--- config.mk ---
export PLATFORM = sky130hd
export DESIGN_NAME = pwm_ramp_ctrl
export DESIGN_NICKNAME = d
export VERILOG_FILES = /design/src/rtl/pwm_ramp_ctrl.sv
export SDC_FILE = /design/constraint.sdc
export NUM_CORES = 1
export LEC_CHECK = 0
export ABC_AREA = 1
export ABC_CLOCK_PERIOD_IN_PS = 4900
export CORE_MARGIN = 2
export CORE_UTILIZATION = 45
export DETAILED_ROUTE_END_ITERATION = 8
export GPL_ROUTABILITY_DRIVEN = 0
export GPL_TIMING_DRIVEN = 0
export PLACE_DENSITY = 0.69
export SLEW_MARGIN = 25
export SYNTH_ARGS = -nofsm -noshare
export SYNTH_HDL_FRONTEND = slang
export SYNTH_SLANG_ARGS = --single-unit
--- constraint.sdc ---
create_clock -name clk -period 4.9 [get_ports clk]
set_clock_uncertainty 0.2 [all_clocks]
set_input_delay 0.98 -clock clk [delete_from_list [all_inputs] [get_ports clk]]
set_output_delay 0.98 -clock clk [all_outputs]
set_load 0.01 [all_outputs]
--- src/rtl/pwm_ramp_ctrl.sv ---
// pwm_ramp_ctrl: soft start/stop sequencer for the PWM timer_counter.
// On start it enables one timer channel and ramps the duty (compare) up to
// a target in fixed steps at a programmable interval, then holds. On stop
// it ramps the duty back to zero and disables the timer.
module pwm_ramp_ctrl #(
  parameter logic [31:0] PRESCALER = 32'd999,
  parameter logic [31:0] MAX_COUNT = 32'd999
) (
  input  logic        clk,
  input  logic        reset,
  input  logic        start,
  input  logic        stop,
  input  logic [1:0]  channel,
  input  logic [31:0] target,
  input  logic [31:0] step,
  input  logic [31:0] interval,
  output logic [5:0]  control,
  output logic [31:0] prescalor,
  output logic [31:0] max_count,
  output logic [31:0] compare,
  output logic        busy,
  output logic        done,
  output logic [1:0]  state
);

  typedef enum logic [1:0] {
    S_IDLE      = 2'd0,
    S_RAMP_UP   = 2'd1,
    S_HOLD      = 2'd2,
    S_RAMP_DOWN = 2'd3
  } state_t;

  state_t      state_q;
  logic [5:0]  control_q;
  logic [31:0] compare_q;
  logic        busy_q;
  logic        done_q;

  // Settings captured on an accepted start; the channel lives in control_q.
  logic [31:0] tgt_q;
  logic [31:0] stp_q;
  logic [31:0] ivl_q;
  logic [31:0] icnt_q;

  // Sanitised versions of the command inputs, used only when start is accepted.
  logic [31:0] tgt_d;
  logic [31:0] stp_d;
  logic [31:0] ivl_d;
  logic [5:0]  control_d;

  // Candidate duty values for the next tick.
  logic [32:0] up_sum;
  logic [31:0] compare_up_d;
  logic [31:0] compare_dn_d;
  logic        tick;

  // Clamp target, force step/interval to at least 1, and build the enable word.
  always_comb begin
    tgt_d = (target > MAX_COUNT) ? MAX_COUNT : target;
    stp_d = (step == '0) ? 32'd1 : step;
    ivl_d = (interval == '0) ? 32'd1 : interval;
    control_d = 6'b000001;
    case (channel)
      2'd0: control_d = 6'b000101;
      2'd1: control_d = 6'b001001;
      2'd2: control_d = 6'b010001;
      2'd3: control_d = 6'b100001;
      default: control_d = 6'b000001;
    endcase
  end

  // Tick detection and next duty values; the up sum is 33 bits so a huge step cannot wrap.
  always_comb begin
    tick         = (icnt_q == (ivl_q - 32'd1));
    up_sum       = {1'b0, compare_q} + {1'b0, stp_q};
    compare_up_d = (up_sum >= {1'b0, tgt_q}) ? tgt_q : up_sum[31:0];
    compare_dn_d = (compare_q > stp_q) ? (compare_q - stp_q) : '0;
  end

  // Sequencer FSM with registered outputs and interval counter.
  always_ff @(posedge clk) begin
    if (reset) begin
      state_q   <= S_IDLE;
      control_q <= '0;
      compare_q <= '0;
      busy_q    <= 1'b0;
      done_q    <= 1'b0;
      tgt_q     <= '0;
      stp_q     <= '0;
      ivl_q     <= '0;
      icnt_q    <= '0;
    end else begin
      done_q <= 1'b0;
      case (state_q)
        S_IDLE: begin
          control_q <= '0;
          compare_q <= '0;
          icnt_q    <= '0;
          if (start) begin
            tgt_q     <= tgt_d;
            stp_q     <= stp_d;
            ivl_q     <= ivl_d;
            control_q <= control_d;
            busy_q    <= 1'b1;
            if (tgt_d == '0) begin
              state_q <= S_HOLD;
              done_q  <= 1'b1;
            end else begin
              state_q <= S_RAMP_UP;
            end
          end
        end

        S_RAMP_UP: begin
          // stop has priority over a coincident tick: no increment is applied.
          if (stop) begin
            state_q <= S_RAMP_DOWN;
            icnt_q  <= '0;
          end else if (tick) begin
            compare_q <= compare_up_d;
            icnt_q    <= '0;
            if (compare_up_d == tgt_q) begin
              state_q <= S_HOLD;
              done_q  <= 1'b1;
            end
          end else begin
            icnt_q <= icnt_q + 32'd1;
          end
        end

        S_HOLD: begin
          icnt_q <= '0;
          if (stop) begin
            state_q <= S_RAMP_DOWN;
          end
        end

        S_RAMP_DOWN: begin
          if (tick) begin
            compare_q <= compare_dn_d;
            icnt_q    <= '0;
            if (compare_dn_d == '0) begin
              state_q   <= S_IDLE;
              control_q <= '0;
              busy_q    <= 1'b0;
              done_q    <= 1'b1;
            end
          end else begin
            icnt_q <= icnt_q + 32'd1;
          end
        end

        default: begin
          state_q <= S_IDLE;
        end
      endcase
    end
  end

  assign control   = control_q;
  assign compare   = compare_q;
  assign busy      = busy_q;
  assign done      = done_q;
  assign state     = state_q;
  assign prescalor = PRESCALER;
  assign max_count = MAX_COUNT;

endmodule

==> flow_results.org, run 1 <==
** Run status
- The flow ran to the end, but the final reports show violations.
- Violations in the final reports :: setup timing

** Logic synthesis
- In the synthesized netlist the dominant register cell turns out to be dfxtp_1.
- Synthesized area per cell :: about 6.4 um2
- Cell taking the most area after synthesis :: dfxtp_1
- Counting flops with a built-in enable in the synthesized netlist gives 0.
- In this run, synthesis produced a sequential element count of 169.
- Top cell type's share of synthesized area :: 0.230
- Ys Warns :: 0
- Yosys attributes the largest share of cell area to dfxtp_1, nand2_1, ha_1.
- Sequential element share of the synthesized area :: 0.230
- After technology mapping, the gate count stands at 2293.
- Ys async rst share :: 0
- Library cells used by synthesis :: 61
- Netlist area before placement :: between 10000 and 15000 um2

** Routing
- After detailed routing, the number of remaining DRC violations is 0.
- The first detailed-routing pass took 6 iterations.
- Dividing the detail-routed wire length by the instance count gives about 18 um.
- After detailed routing, the number of vias per cell comes to ~5.5.
- The routed layout has approximately 17000 vias.
- Count of nets left with antenna violations after detail routing :: 0
- Final wirelength :: ~54000 um
- After the first detailed-routing iteration, the DRC count stood at 1738.

** Power and ir drop
- After layout, the design draws a total of around 13 mW.
- In this run the static leakage power is just under 9 nW.
- Relative contribution of combinational cells to total power :: 0.741
- The internal power of the cells totals roughly 5.9 mW.
- The share of total power dissipated in the clock network is 0.115.
- Worst supply voltage drop on vdd :: between 400 and 500 uV
- Net load switching power :: around 7.3 mW
- For this design the ratio of total power to cell area is a little under 700 nW/um2.
- Of the total power, the share spent switching nets is 0.553.
- Share of total power in sequential cells :: 0.145

** Floorplan
- Core footprint :: roughly 32000 um2
- Chip width :: between 150 and 200 um
- Die Footprint :: 34200 um2
- Effective utilization at floorplan :: 0.455
- Core Rows :: between 60 and 70
- Top-level port count :: 208
- The floorplan step set the die height to approximately 180 um.

** Global route
- Global route overflow :: 0
- First-pass GRT wire length :: 80300 um
- For this run, the total global-route usage over all layers was measured as 0.304.
- Pin count of the biggest net entering global routing :: 17
- Initial antenna violation count :: 1
- The number of global-route vias before repair is between 15000 and 20000.

** Critical path
- Cell type with the highest occurrence count on the critical path :: nand2_1
- Startpoint-to-endpoint class of the critical path :: reg -> reg
- The slowest stage of the critical path is the dfxtp_2 cell.
- Largest fanout on the critical path :: 6
- Sort of element at the end of the critical path :: flop
- Data arrives at the worst endpoint at 5.13 ns.
- Element type at the critical path start :: flop
- Worst EP required :: approximately 5.1 ns
- Largest stage delay on the critical path :: between 0.3 and 0.4 ns

** Timing
- In this run the tightest slew margin relative to its limit is 0.308.
- In the finished design, the share of the clock period the worst path needs comes to 1.02.
- Number of failing setup endpoints in the final timing report :: 4
- Min cycle time layout :: between 4 and 5 ns
- Slew at the pin closest to its max-slew limit :: 1.04 ns
- After layout, the worst setup slack is -0.0742 ns.
- Setup repair after global routing could not meet its margin everywhere.
- Final hold vios :: 0
- The count of final max-slew check failures was 0.
- Derived from the worst setup path, the maximum achievable clock frequency is ~200 MHz.

** Job
- Max capacitance violation total :: 0

** Finish
- Final design utilization :: 0.595
- After routing the design area is about 19000 um2.
- At the end of the flow, the number of nets in the layout was between 2000 and 3000.
- 0 antenna diodes ended up in the layout.
- Final cell count without fillers :: between 3000 and 4000
- Proportion of layout cells with a drive suffix above 1 :: 0.167
- Compared with the post-synthesis result, the final layout area differs by 30.9%.

** Clock tree
- The root buffer cell chosen for the clock tree is clkbuf_16.
- The clock passes through at most 2 buffers.
- CTS tree :: yes
- Clock-pin slew reported for the worst setup and hold paths after clock tree synthesis :: 0.07 ns
- The clock tree synthesis step divided the H-tree into 4 levels.
- Clock latency reported for the late side of the worst-skew pair :: approximately 0.48 ns
- Number of clock buffers inserted by TritonCTS :: 17
- CTS sink count :: between 150 and 200
- In this run, post-CTS hold repair placed 0 buffers.

** Placed design
- Once placement completed, the tool counted placed cells totaling just under 3000.
- Post-detail-place hpwl :: roughly 41000 um
- Area post-placement :: ~17000 um2
- Count of input and output buffers :: ~140
- Setup slack after placement :: -0.730 ns

** Hold path
- Hold/Removal Path Class :: reg -> reg
==> synthesized netlist by cell type, types with 4 or more instances <==
cell type	n
nor2_1	316
ha_1	103
buf_2	21
nand2_1	375
a21oi_2	4
a211oi_1	36
o21bai_1	6
a21oi_1	137
nor2_4	5
inv_1	308
dfxtp_1	169
xor2_1	94
and3_1	6
nor3b_1	7
a21o_1	10
buf_1	4
nand2_2	5
clkbuf_1	56
nor4_1	24
nor2_2	5
xnor2_1	20
nand3_1	82
o221ai_1	6
nand3_2	7
o21ai_0	127
buf_4	67
nor3_1	59
nand3b_1	5
nand4_1	113
o22ai_1	23
o21ai_1	31
inv_2	6
or2_2	7
==> final cells by class <==
type | count | area [um2]
well taps | 442 | 553
clock buffers | 19 | 453
multi-input cells | 1720 | 10600
clock inverters | 13 | 183
repair buffers | 194 | 1840
fillers | 3005 | 13100
flip-flops and latches | 169 | 3400
plain buffers | 142 | 970
inverters | 319 | 1230
==> registers in the layout, summed over array words and instances, names as in the netlist <==
name / count
compare: 32
icnt_q: 32
ivl_q: 32
stp_q: 32
tgt_q: 32
control: 5
state: 2
busy: 1
done: 1
==> per-layer routing <==
| layer | vias up | global-route usage | routed length [um] | share of wire |
|---|---|---|---|---|
| li1 | 7978 | - | - | - |
| met1 | 7632 | 0.375 | 21300 | 0.39 |
| met2 | 857 | 0.512 | 25500 | 0.47 |
| met3 | 250 | 0.0399 | 4260 | 0.078 |
| met4 | 0 | 0.167 | 3290 | 0.060 |
| met5 | - | 0 | 0 | 0 |
==> power groups by stage <==
| stage | sequential [mW] | clock, mW | combinational [mW] |
|---|---|---|---|
| final | 1.92 | 1.52 | 9.83 |
| after global routing | 1.96 | 1.58 | 10.6 |
| after CTS | 1.89 | 1.52 | 8.66 |
| after detailed placement | 1.92 | 0 | 8.14 |
| after global placement | 1.91 | 0 | 8.05 |
| after floorplan | 1.89 | 0 | 5.72 |
==> layout by cell type, fill, tap and decap left out, types with 65 or more instances in the layout <==
cell type and n:
a21oi_1 116, ha_1 76, nand2_1 333, xor2_1 77, nor2_1 293, o21ai_0 116, buf_4 119, clkdlybuf4s50_1 141
nand4_1 113, conb_1 65, inv_1 285, nand3_1 73, dfxtp_1 155
==> repair_timing <==
action	4_1_cts	5_1_grt
setup buffers	7	46
gates resized for setup	119	224
cloned	2	1
setup endpoints to repair	35	34
pin swaps	11	69
==> path summary, 6_finish.rpt <==
path                                 start          to  slack (ns)  depth (start not counted)
worst max-delay path              stp_q[2]        done       -0.07                         34
worst min-delay path            control[5]  control[5]        0.27                          2
worst max register to register    stp_q[2]        done       -0.07                         34
worst min register to register  control[5]  control[5]        0.27                          2
==> cell families after synthesis <==
family	Yosys count	share of synthesized area
AO/OA/AOI/OAI	407	0.159
XOR/XNOR	115	0.0694
adder cells (fa/ha/maj)	105	0.0903
buffers and inverters	468	0.139
flip-flops	169	0.230
other	2	0.000510
AND/OR/NAND/NOR	1027	0.313
==> through the flow <==
step	hold WS, ns	setup TNS (ns)
floorplan	0.230	0
global placement	0.247	-19.41
detailed placement	0.259	-20.12
CTS	0.270	-0.00468
global route	0.284	-0.845
finish	0.268	-0.206
==> critical path: cells and delay by family (launching register included) <==
kind                     cells  cell delay [ns]
AND/OR/NAND/NOR             21             2.20
flip-flops                   1             0.33
buffers and inverters        7             0.94
AO/OA/AOI/OAI                4             0.66
adder cells (fa/ha/maj)      2             0.51
(Power assumes the default switching activity.)
==> run 2, diff against run 1 <==
--- a/config.mk
+++ b/config.mk
@@ -17,3 +17,4 @@
 export SYNTH_ARGS = -nofsm -noshare
 export SYNTH_HDL_FRONTEND = slang
 export SYNTH_SLANG_ARGS = --single-unit
+export TNS_END_PERCENT = 20
==> run 2 against run 1 <==
Net effect: critical endpoint unchanged; critical path depth is 2 lower; sequential power is essentially flat; utilization fell by 0.12 points; combinational power barely moved; the run still ends with setup timing left; sequential share of layout area barely moved; flip-flop and latch count did not move; wire length is essentially flat; highest routed layer unchanged; critical path type unchanged; largest cell class unchanged; cell count about the same.
==> flow_results.org, run 2 (same netlist as run 1, synthesis figures left out) <==
** Finish
- Proportion of layout cells with a drive suffix above 1 :: 0.166 (-0.00110)
- The antenna cell count is 0 (unchanged).
- Post-route cell area :: 19200 um2 (-0.20%)
- The library cells used most frequently in the layout, excluding fill and tap cells, are nand2_1, nor2_1, inv_1.
- Final cell count without fillers :: 3017 (-0.033%)
- Final design utilization :: 0.594 (-0.00120)
- Area growth, synth to finish :: 30.7%
- Net total in the final layout :: 2769 (-0.036%)
- Leaving out fill and tap cells, the most frequent cell in the layout is nand2_1.

** Global route
- First-pass GRT wire length :: 80300 um (unchanged)
- Global route overflow :: 0 (unchanged)
- The pin count of the biggest net entering global routing came to 17 (unchanged).
- Initial antenna violation count :: 1 (unchanged)
- Via count of the first global-routing pass :: 15300 (unchanged)
- Gr usage total :: 0.304 (unchanged)

** Run status
- Violations in the final reports :: setup timing
- Result of the run :: finished, violations left

** Clock tree
- The number of buffers added by the clock tree synthesis step was 17 (unchanged).
- The post-cts hold buffer count was 0 (unchanged).
- The depth of the CTS H-tree was 4 (unchanged).
- CTS placed an instance of clkbuf_16 at the clock tree root.
- CTS sink count :: 169 (unchanged)
- TritonCTS built the clock tree.
- The maximum root-to-sink buffer count is 2 (unchanged).
- Clock-pin slew reported for the worst setup and hold paths after clock tree synthesis :: 0.07 ns (about the same)
- Clock latency reported for the late side of the worst-skew pair :: 0.48 ns (about the same)

** Placed design
- Count of input and output buffers :: 141 (unchanged)
- Post-detail-place hpwl :: 41200 um (unchanged)
- The post-placement cell area is 16900 um2 (unchanged).
- Number of cells in the design after placement :: 2939 (unchanged)
- The post-placement setup slack was -0.730 ns (unchanged).

** Timing
- The final critical-path required period was 4.97 ns (-0.00512 ns).
- Number of failing setup endpoints in the final timing report :: 3 (-1)
- The post-route worst setup slack was -0.0691 ns (+0.00512 ns).
- The count of endpoints failing hold in the final timing report came to 0 (unchanged).
- Achievable Freq :: 201 MHz (+0.10%)
- Slew at the pin closest to its max-slew limit :: 1.04 ns (-0.00205 ns)
- The count of final max-slew check failures is 0 (unchanged).
- The accumulated negative setup slack is -0.175 ns (+0.0317 ns).
- Setup repair after global routing missed its margin :: true
- Tcrit/Tclk final :: 1.01 (-0.00104)
- Normalized max-slew margin :: 0.309 (+0.00136)
- Final worst hold slack :: 0.267 ns (-0.000264 ns)

** Floorplan
- Effective utilization at floorplan :: 0.455 (unchanged)
- Die Footprint :: 34200 um2 (unchanged)
- The area of the placeable core was 32400 um2 (unchanged).
- Core Rows :: 66 (unchanged)
- The die boundary width was 185 um (unchanged).
- The overall die height came to 185 um (unchanged).
- The number of top-level pins came to 208 (unchanged).

** Routing
- Final wirelength :: 54400 um (about the same)
- Count of nets left with antenna violations after detail routing :: 0 (unchanged)
- Count of routing violations after the opening detailed-route iteration :: 1644 (-5.4%)
- Via Count :: 16800 (+0.26%)
- Number of detailed-routing iterations run before antenna repair :: 6 (unchanged)
- The via-per-instance ratio was 5.56 (+0.29%).
- The wire length per cell is 18.0 um (about the same).
- Number of remaining DRC errors :: 0 (unchanged)

** Power and ir drop
- The sum of internal, switching and leakage power was 13.2 mW (-0.24%).
- The leakage power summed over all cells is 8.68 nW (-0.12%).
- The total power density per cell area was 688 nW/um2 (about the same).
- The highest ir drop seen on vdd is 399 uV (-0.47%).

** Critical path
- Cell type with the highest occurrence count on the critical path :: nand2_1
- Largest fanout on the critical path :: 5 (-1)
- Largest stage delay on the critical path :: 0.34 ns (about the same)
- The critical path data arrival time is 5.13 ns (about the same).
- Sort of element at the end of the critical path :: flop
- The largest individual stage delay along the critical path comes from the cell xor2_1.
- The worst setup path is of the reg -> reg kind.
- Worst EP required :: 5.06 ns (about the same)
- Element type at the critical path start :: flop

** Hold path
- Hold/Removal Path Class :: reg -> reg

** Job
- Max capacitance violation total :: 0 (unchanged)
[run 2: cell types whose count changed in the layout (fill, tap and decap cells not counted), sizes merged]
cell | before | now
buf | 153 | 152
[run 2: layer usage]
metal | global-route usage | wire, um | up-vias | share of wire
met4 | 0.167 | 3340 | 0 | 0.061
li1 | - | - | 7981 | -
met3 | 0.0399 | 4600 | 228 | 0.085
met5 | 0 | 0 | - | 0
met2 | 0.512 | 25500 | 882 | 0.47
met1 | 0.375 | 21000 | 7669 | 0.39
[run 2: worst paths after layout]
kind	slack, ns	from	cells past startpoint	to
hold reg to reg	0.27	control[5]	2	control[5]
setup reg to reg	-0.07	stp_q[7]	32	done
hold / removal	0.27	control[5]	2	control[5]
setup / recovery	-0.07	stp_q[7]	32	done
[run 2: report_power, final]
| group | switching, mW | total [mW] | internal [mW] |
|---|---|---|---|
| sequential | 0.271 | 1.92 | 1.65 |
| combinational | 6.39 | 9.80 | 3.41 |
| clock | 0.671 | 1.52 | 0.847 |
| total | 7.33 | 13.2 | 5.91 |
[run 2: cell type report]
type	instances	area (um2)
fillers	3016	13100
multi-input cells	1720	10600
flip-flops and latches	169	3400
repair buffers	193	1830
inverters	319	1230
plain buffers	142	970
well taps	442	553
clock buffers	19	453
clock inverters	13	183
[run 2: critical path, delay by kind of cell (launching register included)]
| family | cells | cell delay (ns) |
|---|---|---|
| buffers and inverters | 8 | 1.01 |
| AND/OR/NAND/NOR | 18 | 1.91 |
| XOR/XNOR | 1 | 0.34 |
| adder cells (fa/ha/maj) | 2 | 0.57 |
| AO/OA/AOI/OAI | 3 | 0.48 |
| flip-flops | 1 | 0.33 |
[run 2: what timing repair did]
item | in CTS | in global routing
gates cloned | 2 | 1
pin swaps | 11 | 68
gates resized for setup | 119 | 219
buffers inserted | 7 | 45
endpoints found under the setup margin | 35 | 34
